===== src/rtl/debounce_pkg.sv =====
// Shared definitions for the push-button debouncer: per-channel FSM state
// encoding, default acceptance window and counter sizing helper.
package debounce_pkg;

  // 50 MHz clock, 10 ms of stable input before a new level is accepted.
  localparam int DEFAULT_STABLE_CYCLES = 500000;

  typedef enum logic [1:0] {
    STABLE_LOW  = 2'b00,
    PEND_HIGH   = 2'b01,
    STABLE_HIGH = 2'b10,
    PEND_LOW    = 2'b11
  } db_state_t;

  // Counter must hold values up to and including the acceptance window.
  function automatic int cnt_width(input int stable_cycles);
    return (stable_cycles < 1) ? 1 : $clog2(stable_cycles + 1);
  endfunction

endpackage


===== src/rtl/debounce_channel.sv =====
// One debounced button channel: two-flop synchronizer feeding a four-state
// acceptance FSM with a run-length counter. The clean output is a flop.
module debounce_channel
  import debounce_pkg::*;
#(
  parameter int STABLE_CYCLES = DEFAULT_STABLE_CYCLES
) (
  input  logic clk,
  input  logic reset,
  input  logic raw,
  output logic clean
);

  localparam int                CNT_W  = cnt_width(STABLE_CYCLES);
  localparam logic [CNT_W-1:0]  LIMIT  = CNT_W'(STABLE_CYCLES);
  localparam logic [CNT_W-1:0]  ONE    = CNT_W'(1);
  // A one-sample window accepts immediately; the pending states are skipped.
  localparam bit                SINGLE = (STABLE_CYCLES == 1);

  logic             sync1;
  logic             sync2;
  db_state_t        state;
  db_state_t        state_nxt;
  logic [CNT_W-1:0] cnt;
  logic [CNT_W-1:0] cnt_nxt;
  logic [CNT_W-1:0] cnt_inc;
  logic             clean_nxt;

  assign cnt_inc = cnt + ONE;

  // Synchronizer, FSM state, run counter and registered clean level.
  always_ff @(posedge clk) begin
    if (reset) begin
      sync1 <= 1'b0;
      sync2 <= 1'b0;
      state <= STABLE_LOW;
      cnt   <= '0;
      clean <= 1'b0;
    end else begin
      sync1 <= raw;
      sync2 <= sync1;
      state <= state_nxt;
      cnt   <= cnt_nxt;
      clean <= clean_nxt;
    end
  end

  // Next state: count consecutive opposite samples, fall back on any bounce.
  always_comb begin
    state_nxt = state;
    cnt_nxt   = '0;
    case (state)
      STABLE_LOW: begin
        if (sync2) begin
          if (SINGLE) begin
            state_nxt = STABLE_HIGH;
          end else begin
            state_nxt = PEND_HIGH;
            cnt_nxt   = ONE;
          end
        end
      end
      PEND_HIGH: begin
        if (!sync2) begin
          state_nxt = STABLE_LOW;
        end else if (cnt_inc == LIMIT) begin
          state_nxt = STABLE_HIGH;
        end else begin
          cnt_nxt = cnt_inc;
        end
      end
      STABLE_HIGH: begin
        if (!sync2) begin
          if (SINGLE) begin
            state_nxt = STABLE_LOW;
          end else begin
            state_nxt = PEND_LOW;
            cnt_nxt   = ONE;
          end
        end
      end
      PEND_LOW: begin
        if (sync2) begin
          state_nxt = STABLE_HIGH;
        end else if (cnt_inc == LIMIT) begin
          state_nxt = STABLE_LOW;
        end else begin
          cnt_nxt = cnt_inc;
        end
      end
      default: begin
        state_nxt = STABLE_LOW;
      end
    endcase
  end

  // Output level follows the accepted level, which pending states do not change.
  always_comb begin
    clean_nxt = (state_nxt == STABLE_HIGH) || (state_nxt == PEND_LOW);
  end

endmodule


===== src/rtl/button_debouncer.sv =====
// Multi-channel push-button debouncer: WIDTH independent channels, each with
// its own synchronizer, acceptance FSM and counter.
module button_debouncer
  import debounce_pkg::*;
#(
  parameter int WIDTH         = 4,
  parameter int STABLE_CYCLES = DEFAULT_STABLE_CYCLES
) (
  input  logic             clk,
  input  logic             reset,
  input  logic [WIDTH-1:0] rawButtons,
  output logic [WIDTH-1:0] cleanButtons
);

  for (genvar i = 0; i < WIDTH; i++) begin : g_chan
    debounce_channel #(
      .STABLE_CYCLES(STABLE_CYCLES)
    ) u_chan (
      .clk  (clk),
      .reset(reset),
      .raw  (rawButtons[i]),
      .clean(cleanButtons[i])
    );
  end

endmodule


===== config.mk =====
export PLATFORM = sky130hd
export DESIGN_NAME = button_debouncer
export DESIGN_NICKNAME = d
export VERILOG_FILES = /design/src/rtl/debounce_pkg.sv /design/src/rtl/debounce_channel.sv /design/src/rtl/button_debouncer.sv
export SDC_FILE = /design/constraint.sdc
export NUM_CORES = 1
export LEC_CHECK = 0
export CORE_MARGIN = 2
export CORE_UTILIZATION = 45
export CTS_BUF_LIST = sky130_fd_sc_hd__clkbuf_16
export DETAILED_ROUTE_END_ITERATION = 8
export MAX_ROUTING_LAYER = met4
export SETUP_SLACK_MARGIN = 0.5
export SYNTH_ARGS = -nofsm -noshare
export SYNTH_HDL_FRONTEND = slang
export SYNTH_SLANG_ARGS = --single-unit

===== constraint.sdc =====
create_clock -name clk -period 2.5 [get_ports clk]
set_input_delay 0.25 -clock clk [delete_from_list [all_inputs] [get_ports clk]]
set_output_delay 0.25 -clock clk [all_outputs]
set_load 0.02 [all_outputs]

After elaboration in Yosys (flattened, before gate mapping)
Cells that the tools add are included.

word-level totals
  register bits = 96
  input bits = 6
  word-level logic and storage cells = 108
  output and inout port bits = 4

operators by class
  mux-type cells = 52
  reductions and logical operators = 8
  add/subtract/negate cells = 4
  eq/ne operators = 24

operators by type and width
  cell                   count
  $pmux 19 s4            4
  $mux 19                12
  $add 19x1->19 const B  4
  $eq 19x19->1 const B   4
  $mux 2                 24
  $eq 2x2->1 const B     16
  $pmux 2 s4             4
  $eq 2x1->1 const B     4
  $logic_not 2->1        4
  $mux 1                 8
  $logic_or 1x1->1       4

Longest topological paths before layout
Gate-level depths: netlist (run 1).

  depth after elaboration = 7
  depth in mapped cells = 9
  depth with buffers taken out = 7

By module
A second synthesis (run 1) with hierarchy kept.

second synthesis, totals
  cell total of the unflattened synthesis = 560
  area, all modules = 4988.5 sq um

by module, submodules not included
  module                                   cells an instance  area each (sq um)  times used  sequential area each (sq um)
  debounce_channel (g_chan[0].u_chan ...)  140                1241.2             3           460.4
  debounce_channel (g_chan[3].u_chan)      140                1265.0             1           460.4

Worst setup path after synthesis (run 1)
No wires, ideal clock.

  kind = register -> register
  from = reg g_chan[0].u_chan.cnt[0]
  to = reg g_chan[0].u_chan.cnt[6]
  arrival time = 2.153 ns
  setup time = 0.115 ns
  clock period less this slack = 2.268 ns
  data required time = 2.385 ns
  path buffers = 1
  stages on the path, launching flop included = 9
  slack = 0.232 ns
  path through = dfxtp_1 > ha_1 > nand4_1 > nor4_1 > mux2i_1 > o211ai_1 > o21bai_2 > buf_6 > nor2_1

on the way
  word-level cells in the longest chain between the ends = 5
  elaborated cells on any way between the ends = 6
  classes of those cells = 1 x add/sub; 1 x eq/ne; 4 x mux

ends and longest elaborated chain
  element                     RTL line                                        RTL
  start: declaration          debounce_channel.sv:24                          logic [CNT_W-1:0] cnt;
  start signal: assignment    debounce_channel.sv:43                          cnt <= cnt_nxt;
  $add 19x1->19 (*)           debounce_channel.sv:29                          assign cnt_inc = cnt + ONE;
  $eq 19x19->1                debounce_channel.sv:66, debounce_channel.sv:85
  $mux 19 (*)                 debounce_channel.sv:66, debounce_channel.sv:85
  $mux 19 (on tied branches)  debounce_channel.sv:83, debounce_channel.sv:64
  $pmux 19 s4 (*)             debounce_channel.sv:52                          case (state)

Mark *: on every way between the ends. The rest lies on a longest branch, timed or not.
A chain may end at the register's enable or synchronous reset.

Final worst setup path (run 1)
  from = reg g_chan[2].u_chan.cnt[2]
  to = reg g_chan[2].u_chan.cnt[15]

on the way
  word-level cells in the longest chain between the ends = 5
  elaborated cells on any way between the ends = 6
  classes of those cells = 1 x add/sub; 1 x eq/ne; 4 x mux

ends and longest elaborated chain
  element                     RTL line
  start: declaration          debounce_channel.sv:24
  start signal: assignment    debounce_channel.sv:43
  $add 19x1->19 (*)           debounce_channel.sv:29
  $eq 19x19->1                debounce_channel.sv:66, debounce_channel.sv:85
  $mux 19 (*)                 debounce_channel.sv:66, debounce_channel.sv:85
  $mux 19 (on tied branches)  debounce_channel.sv:83, debounce_channel.sv:64
  $pmux 19 s4 (*)             debounce_channel.sv:52

Marked as above.

==> results of run 1 <==
-- state kept, by name, summed over array words and instances, names as in the netlist --
| name | count |
|---|---|
| g_chan.u_chan.state | 8 |
| g_chan.u_chan.sync2 | 4 |
| g_chan.u_chan.cnt | 76 |
| g_chan.u_chan.sync1 | 4 |
| g_chan.u_chan.clean | 4 |
-- layout make-up --
type	instances	area, um^2	share of cell area
clock inverter	7	135.1	0.01933
timing repair buffer	89	752.0	0.1076
inverter	20	75.07	0.01074
multi-input combinational	436	3587	0.5132
clock buffer	9	225.2	0.03222
sequential	96	2041	0.2919
tap	140	175.2	0.02506
-- final timing paths --
path,slack (ps),cells after the start,end
max reg2reg,280,9,g_chan[2].u_chan.cnt[15]$_SDFF_PP0_
max,280,9,g_chan[2].u_chan.cnt[15]$_SDFF_PP0_
min reg2reg,430,1,g_chan[0].u_chan.sync2$_SDFF_PP0_
min,430,1,g_chan[0].u_chan.sync2$_SDFF_PP0_
-- power by group through the flow --
| stage | logic (mW) | clock network [mW] | registers, mW |
|---|---|---|---|
| 5_1_grt | 0.0421 | 1.77 | 1.52 |
| 6_report | 0.0372 | 1.68 | 1.52 |
| 2_1_floorplan | 0.0196 | 0 | 1.58 |
| 3_3_place_gp | 0.0309 | 0 | 1.58 |
| 3_5_place_dp | 0.0316 | 0 | 1.58 |
| 4_1_cts | 0.0345 | 1.71 | 1.53 |
-- critical path, delay by kind of cell, from the launching register on --
| kind | cells | cell delay (ps) |
|---|---|---|
| and+or+nand+nor | 4 | 820 |
| buffers and inverters | 3 | 520 |
| DFF | 1 | 420 |
| AOI/OAI and AO/OA | 2 | 340 |
-- cells in the final DEF (no fill, tap or decap), types with 21 or more instances in the layout --
cell type  Yosys  routed
nand3_1       35      27
nor2_1        81      63
dfxtp_2        0      23
dfxtp_1       96      49
buf_4          5      66
dfxtp_4        0      24
xnor2_1       49      49
nand2_1       33      30
inv_1         20      21
xor2_1        29      29
-- Yosys cell counts (2+ instances only) --
library cell and n:
nor2_1 81, a21boi_0 3, or3_1 7, nand4_1 15
nor4_2 3, a311oi_1 2, a211o_1 2, nand2_1 33
o211a_1 2, dfxtp_1 96, nor3_1 27, a21o_1 4
nor4_4 2, and3_1 13, a21oi_1 8, buf_4 5
and2_1 4, buf_2 11, xor2_1 29, o22ai_1 2
a211oi_1 3, nor2b_1 10, mux2i_1 15, nand3_1 35
xnor2_1 49, o211ai_1 5, nand4_2 3, inv_1 20
o21a_1 3, or2_2 4, clkbuf_1 6, and4_1 10
ha_1 4, nor4_1 11, o21ai_0 6, nand2b_1 13
-- per-layer routing --
metal,vias up,track usage
met2,80,0.3219
met5,-,-
met1,2140,0.2521
li1,2177,-
met4,0,0.08499
met3,14,0.03379
-- timing repair --
action                     in CTS  in global routing
setup endpoints to repair      64                 63
hold buffers                    0                  0
gates cloned                    2                  1
buffers inserted               35                 24
pin swaps                      44                 55
resized for setup              92                107
-- metrics by stage --
stage	TNS [ps]	power, mW	util	setup WS [ps]
after floorplan	0	1.597	-	378.2
after global placement	0	1.610	0.4991	41.44
after detailed placement	-28.32	1.610	0.4991	-6.877
after CTS	0	3.276	0.5882	324.2
after global routing	0	3.329	0.6449	199.7
final	0	3.236	0.6449	283.3
-- kinds of logic (layout without fill, tap and decap cells) --
family	count (synthesis)	after routing
mux	15	15
buf+inv	43	125
flops	96	96
fa+ha+maj	4	4
compound gates	58	58
simple gates	280	281
xor+xnor	78	78
==> out/metrics.yaml, run 1 <==
status:
  outcome: "finished clean"
setup_path:
  worstReg2RegStart: "g_chan[2].u_chan.cnt[2]$_SDFF_PP0_"
  critical_path.endpoint_type: "register"
  critPathLaunch: "g_chan[2].u_chan.cnt[2]$_SDFF_PP0_"
  cp_slowest_cell: "or4_4"
  start_kind: "register"
  crit_type: "reg2reg"
  slowest_delay_ps: 470
  crit_fanout: 8
  crit_arrival_ps: 2450
  path_cells: "nand4_1, buf_4, nor2_4, a41oi_1, or4_4, buf_12, o31ai_4, buf_6, nor2_1"
  worstPathRequired_ps: 2730
routing:
  drt-pass1-iter-count: 4
  top_layer: "met4"
  wl_met3_um: 392
  drt_first_iter_violations: 189
  routed_via_density: 5.535
  wl_met1_um: 5327
  drt-total-wl_um: 12270
  post_drt_wl_per_cell_um: 15.40
  antenna_left: 0
  drc_errors: 0
  vias: 4411
  wl_met2_um: 6379
hold_path:
  min_from: "g_chan[0].u_chan.sync1$_SDFF_PP0_"
  hp-class: "reg2reg"
yosys:
  ys.flop_type: "dfxtp_1"
  synthAdderAreaFrac: 0.01002
  ys_top_cells_by_area: "dfxtp_1, xnor2_1, nor2_1"
  syn_area_per_cell_um2: 8.700
  synth.distinct_cells: 64
  syn_area_um2: 4994
  yosys_warnings: 0
  synth_compound_area_frac: 0.09146
  synthArstFlopShare: 0
  synth_top_area_cell: "dfxtp_1"
  synth-edff-count: 0
  synthMuxAreaShare: 0.03007
  ys_seq_elements: 96
  synthSimpleGateAreaFrac: 0.3064
  netlist_instances: 574
  ys_seq_area_frac: 0.3849
  synth_top_family_by_area: "simple AND/OR/NAND/NOR gates"
  synth_xor_area_frac: 0.1368
  synth_nets: 584
  synthDominantCellAreaShare: 0.3849
global_routing:
  grtUsageTotal: 0.2013
  antenna_found_initial: 0
  grt_max_degree: 19
  grt_pass1_wl_um: 18550
  grt_pass1_vias: 4028
  grt_overflow: 0
clocking:
  clkSinkCount: 96
  clk_latency_ps: 360
  clock_path_buffers: 2
  cts_tree: "yes"
  path_clk_slew_ps: 70
  cts_made_buffers: 9
  htreeDepth: 3
  cts_root_buf: "clkbuf_16"
power:
  p_sw_frac: 0.1943
  p_leak_nw: 2.445
  pwr-share-clk: 0.519
  p_sw_uw: 628.7
  power_frac_comb: 0.012
  ir_drop_mv: 0.3784
  power_density_nw_per_um2: 462.9
  seq_power_share: 0.470
  p_int_mw: 2.607
sta:
  period_minus_slack_ps: 2217
  grt_setup_unrepaired: "true"
  final.period_utilization: 0.8867
  tightest_slew_ps: 685.3
  slew_violations: 0
  setup_violations: 0
  finClkSkew_ps: 10.83
  clock.fmax_mhz: 451.1
  hold_ws_ps: 433.5
  maxSlewHeadroom: 0.5415
  hold_viol: 0
layout:
  fillers: 857
  area_delta_synth_final_pct: 39.99
  drive_gt1_frac: 0.3942
  nNetsFinal: 662
  final_area_um2: 6990
  fin_cells: 797
  antenna_cells: 0
placement:
  hpwl_um: 6833
  io_buffers: 9
  post_dp_cell_area_um2: 5410
  dp.cells: 719
  gp_congestion: 0.8922
die:
  ioPinCount: 10
  dieHeight_um: 109.3
  rows: 38
  die_x_um: 109.3
  dieArea_um2: 11960
  start_util: 0.4606
  coreArea_um2: 10840
flow_run:
  maxCapViolCount: 0
Power figures use the tool's default switching activity.
==> inputs of run 2 (changes only) <==
RECOVER_POWER = 25   (was default)
SLEW_MARGIN = 20   (was default)
==> out/metrics.yaml, run 2 (synthesized netlist as in run 1, its figures left out) <==
clocking:
  clkSinkCount: 96  # unchanged
  cts_tree: "yes"
  path_clk_slew_ps: 60  # about the same
  cts_made_buffers: 9  # unchanged
  cts_root_buf: "clkbuf_16"
  ctsHoldBuffers: 0  # unchanged
  clock_path_buffers: 2  # unchanged
  clk_latency_ps: 360  # about the same
  htreeDepth: 3  # unchanged
layout:
  antenna_cells: 0  # unchanged
  largest_register_ffs: 76  # unchanged
  fin_util: 0.6425  # -0.002308
  mostFrequentLayoutCells: "nor2_1, buf_4, dfxtp_1, xnor2_1, nand2_1"
  largest-register: "g_chan.u_chan.cnt"
  drive_gt1_frac: 0.3866  # -0.007610
  layout_commonest_cell: "nor2_1"
  nNetsFinal: 662  # unchanged
  final_area_um2: 6965  # -0.36%
  largest_registers: "g_chan.u_chan.cnt: 76 flops, g_chan.u_chan.state: 8 flops"
  area_delta_synth_final_pct: 39.49
  fillers: 864  # +0.82%
setup_path:
  crit_buf_inv: 3  # unchanged
  reg2reg_depth: 9  # unchanged
  path_cells: "clkbuf_1, nand3_1, nor4_1, o21ai_0, a2111oi_2, buf_4, a21o_4, buf_6, nor2_1"
  start_kind: "register"
  slowest_delay_ps: 410  # -60 ps
  crit_fanout: 6  # -2
  reg2reg_slack_ps: 120  # -170 ps
  critical_path.endpoint_type: "register"
  cp_slowest_cell: "nor4_1"
  cp_top_family: "simple AND/OR/NAND/NOR gates"
  r2r-end: "g_chan[3].u_chan.cnt[6]$_SDFF_PP0_"
  crit_arrival_ps: 2630  # +180 ps
  critical_path_depth: 9  # unchanged
  critPathLaunch: "g_chan[3].u_chan.cnt[2]$_SDFF_PP0_"
  endpoint: "g_chan[3].u_chan.cnt[6]$_SDFF_PP0_"
  worstReg2RegStart: "g_chan[3].u_chan.cnt[2]$_SDFF_PP0_"
  worstPathRequired_ps: 2740  # about the same
  crit_type: "reg2reg"
die:
  start_util: 0.4606  # unchanged
  dieHeight_um: 109.3  # unchanged
  ioPinCount: 10  # unchanged
  coreArea_um2: 10840  # unchanged
  rows: 38  # unchanged
  die_x_um: 109.3  # unchanged
  dieArea_um2: 11960  # unchanged
placement:
  post_dp_cell_area_um2: 5410  # unchanged
  io_buffers: 9  # unchanged
  gp_congestion: 0.8922  # unchanged
  hpwl_um: 6833  # unchanged
power:
  power_frac_comb: 0.011  # about the same
  p_int_mw: 2.606  # about the same
  p_leak_nw: 2.434  # -0.45%
  ir_drop_mv: 0.3781  # about the same
  fin_total_pwr_mw: 3.230  # -0.17%
  p_sw_frac: 0.1933  # -0.001045
  pwr-share-clk: 0.518  # about the same
  seq_power_share: 0.471  # about the same
  p_sw_uw: 624.3  # -0.71%
  power_density_nw_per_um2: 463.7  # +0.19%
routing:
  antenna_left: 0  # unchanged
  drt_first_iter_violations: 180  # -4.8%
  post_drt_wl_per_cell_um: 15.38  # -0.11%
  drt-pass1-iter-count: 4  # unchanged
  drt-total-wl_um: 12260  # -0.11%
  routed_via_density: 5.523  # -0.20%
  drc_errors: 0  # unchanged
  vias: 4402  # -0.20%
sta:
  timing.setup.tns_ps: 0  # unchanged
  slew_violations: 0  # unchanged
  maxSlewHeadroom: 0.5415  # about the same
  final.period_utilization: 0.9540  # +0.06728
  setup_violations: 0  # unchanged
  period_minus_slack_ps: 2385  # +168.2 ps
  finClkSkew_ps: 10.81  # -0.02390 ps
  grt_setup_unrepaired: "true"
  hold_viol: 0  # unchanged
  hold_ws_ps: 435.3  # +1.817 ps
  clock.fmax_mhz: 419.3  # -7.1%
  tightest_slew_ps: 685.3  # -0.04882 ps
flow_run:
  maxCapViolCount: 0  # unchanged
global_routing:
  grt_pass1_wl_um: 18550  # unchanged
  grtUsageTotal: 0.2013  # unchanged
  antenna_found_initial: 0  # unchanged
  grt_overflow: 0  # unchanged
  grt_max_degree: 19  # unchanged
  grt_pass1_vias: 4028  # unchanged
hold_path:
  hp-class: "reg2reg"
status:
  outcome: "finished clean"
[run 2: cell type report]
type | instances | area, um^2 | share of cell area
Tap cell | 140 | 175.2 | 0.02515
Timing Repair Buffer | 89 | 740.7 | 0.1063
Sequential cell | 96 | 2039 | 0.2928
Inverter | 20 | 75.07 | 0.01078
Clock buffer | 9 | 225.2 | 0.03233
Clock inverter | 7 | 135.1 | 0.01940
Multi-Input combinational cell | 436 | 3575 | 0.5132
[run 2: how the worst min path moves through the flow]
| stage | start | end | slack [ps] | cells past startpoint |
|---|---|---|---|---|
| floorplan | rawButtons[0] | g_chan[0].u_chan.sync1$_SDFF_PP0_ | 380 | 1 |
| global placement | g_chan[0].u_chan.sync1$_SDFF_PP0_ | g_chan[0].u_chan.sync2$_SDFF_PP0_ | 430 | 1 |
| detailed placement | g_chan[0].u_chan.sync1$_SDFF_PP0_ | g_chan[0].u_chan.sync2$_SDFF_PP0_ | 420 | 1 |
| CTS | g_chan[0].u_chan.sync1$_SDFF_PP0_ | g_chan[0].u_chan.sync2$_SDFF_PP0_ | 440 | 1 |
| global route | rawButtons[2] | g_chan[2].u_chan.sync1$_SDFF_PP0_ | 450 | 2 |
| finish | g_chan[0].u_chan.sync1$_SDFF_PP0_ | g_chan[0].u_chan.sync2$_SDFF_PP0_ | 440 | 1 |
[run 2: per-layer routing]
metal  up-vias  routed length [um]  GRT usage
met1      2145                5309     0.2521
met4         0                 203    0.08499
li1       2176                   -          -
met2        67                6380     0.3219
met5         -                   0          -
met3        14                 367    0.03379
[run 2: repair_timing]
action | in CTS | in global routing
pin swaps | 44 | 55
setup endpoints to repair | 64 | 63
gates cloned | 2 | 1
setup buffers | 35 | 24
gates resized for setup | 92 | 107
[run 2: power by group through the flow]
stage | Combinational (mW) | Sequential (mW) | Clock (mW)
detailed placement | 0.0316 | 1.58 | 0
CTS | 0.0345 | 1.53 | 1.71
finish | 0.0362 | 1.52 | 1.67
global placement | 0.0309 | 1.58 | 0
floorplan | 0.0196 | 1.58 | 0
global route | 0.0411 | 1.52 | 1.77
[run 2: stage by stage]
step	cells	setup WS (ps)
after floorplan	574	378.2
after global placement	719	41.44
after detailed placement	719	-6.877
after CTS	772	324.2
after global routing	797	-30.96
final	797	115.1
==> inputs of run 3 (changes only) <==
ABC_AREA = 1   (was default)
==> out/metrics.yaml, run 3 <==
layout:
  fin_cells: 958  # +20%
  drive_gt1_frac: 0.1748  # -0.2118
  fin_util: 0.5571  # -0.08547
  largest-register: "g_chan.u_chan.cnt"
  nNetsFinal: 825  # +25%
  layout_commonest_cell: "nand2_1"
  antenna_cells: 0  # unchanged
  largest_register_ffs: 76  # unchanged
  largest_registers: "g_chan.u_chan.cnt: 76 flops, g_chan.u_chan.state: 8 flops"
  area_delta_synth_final_pct: 19.59
  mostFrequentLayoutCells: "nand2_1, nor2_1, inv_1, dfxtp_1, a21oi_1"
setup_path:
  reg2reg_slack_ps: 370  # +260 ps
  start_kind: "register"
  worstPathRequired_ps: 2780  # +40 ps
  endpoint: "g_chan[2].u_chan.cnt[12]$_SDFF_PP0_"
  critical_path.endpoint_type: "register"
  crit_fanout: 6  # unchanged
  critPathLaunch: "g_chan[2].u_chan.cnt[1]$_SDFF_PP0_"
  crit_type: "reg2reg"
  crit_arrival_ps: 2410  # -220 ps
  worstReg2RegStart: "g_chan[2].u_chan.cnt[1]$_SDFF_PP0_"
  r2r-end: "g_chan[2].u_chan.cnt[12]$_SDFF_PP0_"
  reg2reg_depth: 13  # +4
yosys:
  synthAdderAreaFrac: 0.009782  # -0.0002402
  synth_nets: 789  # +35%
  synth-edff-count: 0  # unchanged
  synthMuxAreaShare: 0  # -0.03007
  ys_seq_area_frac: 0.3756  # -0.009224
  netlist_instances: 779  # +36%
  syn_area_um2: 5116  # +2.5%
  synth_xor_area_frac: 0.01541  # -0.1214
  ys_top_cells_by_area: "dfxtp_1, nand2_1, nor2_1"
  synthSimpleGateAreaFrac: 0.4407  # +0.1343
  yosys_warnings: 0  # unchanged
  syn_area_per_cell_um2: 6.568  # -25%
  synth.distinct_cells: 28  # -56%
  synth_top_family_by_area: "simple AND/OR/NAND/NOR gates"
  ys_seq_elements: 96  # unchanged
  synthDominantCellAreaShare: 0.3756  # -0.009224
  synth_compound_area_frac: 0.07850  # -0.01295
  synth_common_cells: "nand2_1, nor2_1, dfxtp_1, inv_1, a21oi_1"
  synthArstFlopShare: 0  # unchanged
  synth_most_common_cell: "nand2_1"
  synth_top_area_cell: "dfxtp_1"
  ys.flop_type: "dfxtp_1"
sta:
  tightest_slew_ps: 856.7  # +171.4 ps
  slew_violations: 0  # unchanged
  period_minus_slack_ps: 2130  # -255.2 ps
  timing.setup.tns_ps: 0  # unchanged
  finClkSkew_ps: 8.442  # -2.368 ps
  setup_violations: 0  # unchanged
  grt_setup_unrepaired: "false"
  hold_viol: 0  # unchanged
  clock.fmax_mhz: 469.6  # +12%
  maxSlewHeadroom: 0.4289  # -0.1127
  final.period_utilization: 0.8519  # -0.1021
clocking:
  clock_path_buffers: 2  # unchanged
  htreeDepth: 3  # unchanged
  cts_made_buffers: 9  # unchanged
  clkSinkCount: 96  # unchanged
  ctsHoldBuffers: 0  # unchanged
  cts_tree: "yes"
  path_clk_slew_ps: 60  # about the same
  cts_root_buf: "clkbuf_16"
  clk_latency_ps: 350  # about the same
power:
  ir_drop_mv: 0.4555  # +20%
  power_density_nw_per_um2: 457.5  # -1.3%
  fin_total_pwr_mw: 2.799  # -13%
  p_leak_nw: 2.046  # -16%
routing:
  drt-total-wl_um: 12110  # -1.2%
  antenna_left: 0  # unchanged
  routed_via_density: 5.092  # -7.8%
  vias: 4878  # +11%
  drt_first_iter_violations: 246  # +37%
  post_drt_wl_per_cell_um: 12.64  # -18%
  drc_errors: 0  # unchanged
  drt-pass1-iter-count: 5  # +1
status:
  outcome: "finished clean"
hold_path:
  whs_path_depth: 2  # +1
  hp-class: "reg2reg"
die:
  coreArea_um2: 10980  # +1.3%
  dieHeight_um: 110.6  # +1.2%
  die_x_um: 110.6  # +1.2%
  start_util: 0.4658  # +0.005182
  dieArea_um2: 12240  # +2.4%
  ioPinCount: 10  # unchanged
  rows: 38  # unchanged
placement:
  io_buffers: 9  # unchanged
  dp.cells: 920  # +28%
  hpwl_um: 7929  # +16%
  gp_congestion: 0.8746  # -2.0%
global_routing:
  grt_pass1_vias: 4275  # +6.1%
  grt_max_degree: 19  # unchanged
  grt_overflow: 0  # unchanged
  antenna_found_initial: 0  # unchanged
  grt_pass1_wl_um: 19060  # +2.7%
  grtUsageTotal: 0.1927  # -0.008581
flow_run:
  maxCapViolCount: 0  # unchanged
==> run 3: cell types whose count changed in the layout (fill, tap and decap cells not counted), moves of 15 or more <==
cell	delta
xnor2_1	-45
dfxtp_1	+35
inv_1	+68
a21oi_2	+16
nor2_4	+20
nor2_1	+55
dfxtp_4	-19
nand2_1	+209
buf_4	-49
a21oi_1	+27
nor3_4	-15
dfxtp_2	-16
xor2_1	-24
==> run 3: what timing repair did <==
item                       4_1_cts  5_1_grt
pin swaps                        4       19
resized for setup               21       86
setup endpoints to repair       78       88
cloned                           6        4
setup buffers                    3       11
==> run 3: final cells by class <==
type | count | area, um^2
Clock buffer | 9 | 225.2
Clock inverter | 5 | 20.02
Tap cell | 140 | 175.2
Timing Repair Buffer | 24 | 202.7
Multi-Input combinational cell | 597 | 3221
Fill cell | 1066 | 4865
Sequential cell | 96 | 1948
Inverter | 87 | 326.6
==> run 3: worst max-delay path, cell delays in order, from the launching register on <==
cell and delay, ps:
dfxtp_4 370, ha_4 160, nand2_4 60, nor2_4 180
buf_6 120, buf_4 80, nand4_1 150, nand2_2 130
nor2_2 50, nand2_2 60, nor2_1 50, nand2_1 250
nand3_2 210, a21oi_1 170
==> run 3: worst min path at each step <==
stage,start,end,slack (ps)
final,g_chan[3].u_chan.sync1$_SDFF_PP0_,g_chan[3].u_chan.sync2$_SDFF_PP0_,400
after global routing,g_chan[3].u_chan.sync1$_SDFF_PP0_,g_chan[3].u_chan.sync2$_SDFF_PP0_,430
after CTS,g_chan[3].u_chan.sync1$_SDFF_PP0_,g_chan[3].u_chan.sync2$_SDFF_PP0_,410
after detailed placement,g_chan[3].u_chan.sync1$_SDFF_PP0_,g_chan[3].u_chan.sync2$_SDFF_PP0_,400
after global placement,g_chan[0].u_chan.sync1$_SDFF_PP0_,g_chan[0].u_chan.sync2$_SDFF_PP0_,390
after floorplan,rawButtons[0],g_chan[0].u_chan.sync1$_SDFF_PP0_,360
==> run 3: cells by family after synthesis <==
group / Yosys count
and+or+nand+nor: 502
adders and majority gates: 4
xor gates and xnor gates: 9
DFF: 96
AOI/OAI and AO/OA: 72
buffers and inverters: 96
==> run 3: stage by stage <==
step                setup WS (ps)  cell area (um^2)  hold WS (ps)
finish                      370.3              6118         397.1
global route                259.5              6118         431.9
CTS                         494.8              5717         408.1
detailed placement          381.6              5306         400.9
global placement            406.8              5306         392.5
floorplan                   671.2              5116         357.0
==> run 3: report_power, final <==
group | internal (mW) | total, mW | switching (mW)
Sequential | 1.53 | 1.54 | 0.00992
Clock | 0.648 | 1.22 | 0.571
Combinational | 0.0145 | 0.0366 | 0.0221
Total | 2.20 | 2.80 | 0.603
==> run 3: metal layers <==
metal	wire, um	GRT usage	part of all wire	vias to the layer above
met1	5588	0.2408	0.46	2212
met4	196	0.05417	0.016	0
met2	5783	0.3117	0.48	94
met3	542	0.04720	0.045	19
met5	0	-	0	-
li1	-	-	-	2553
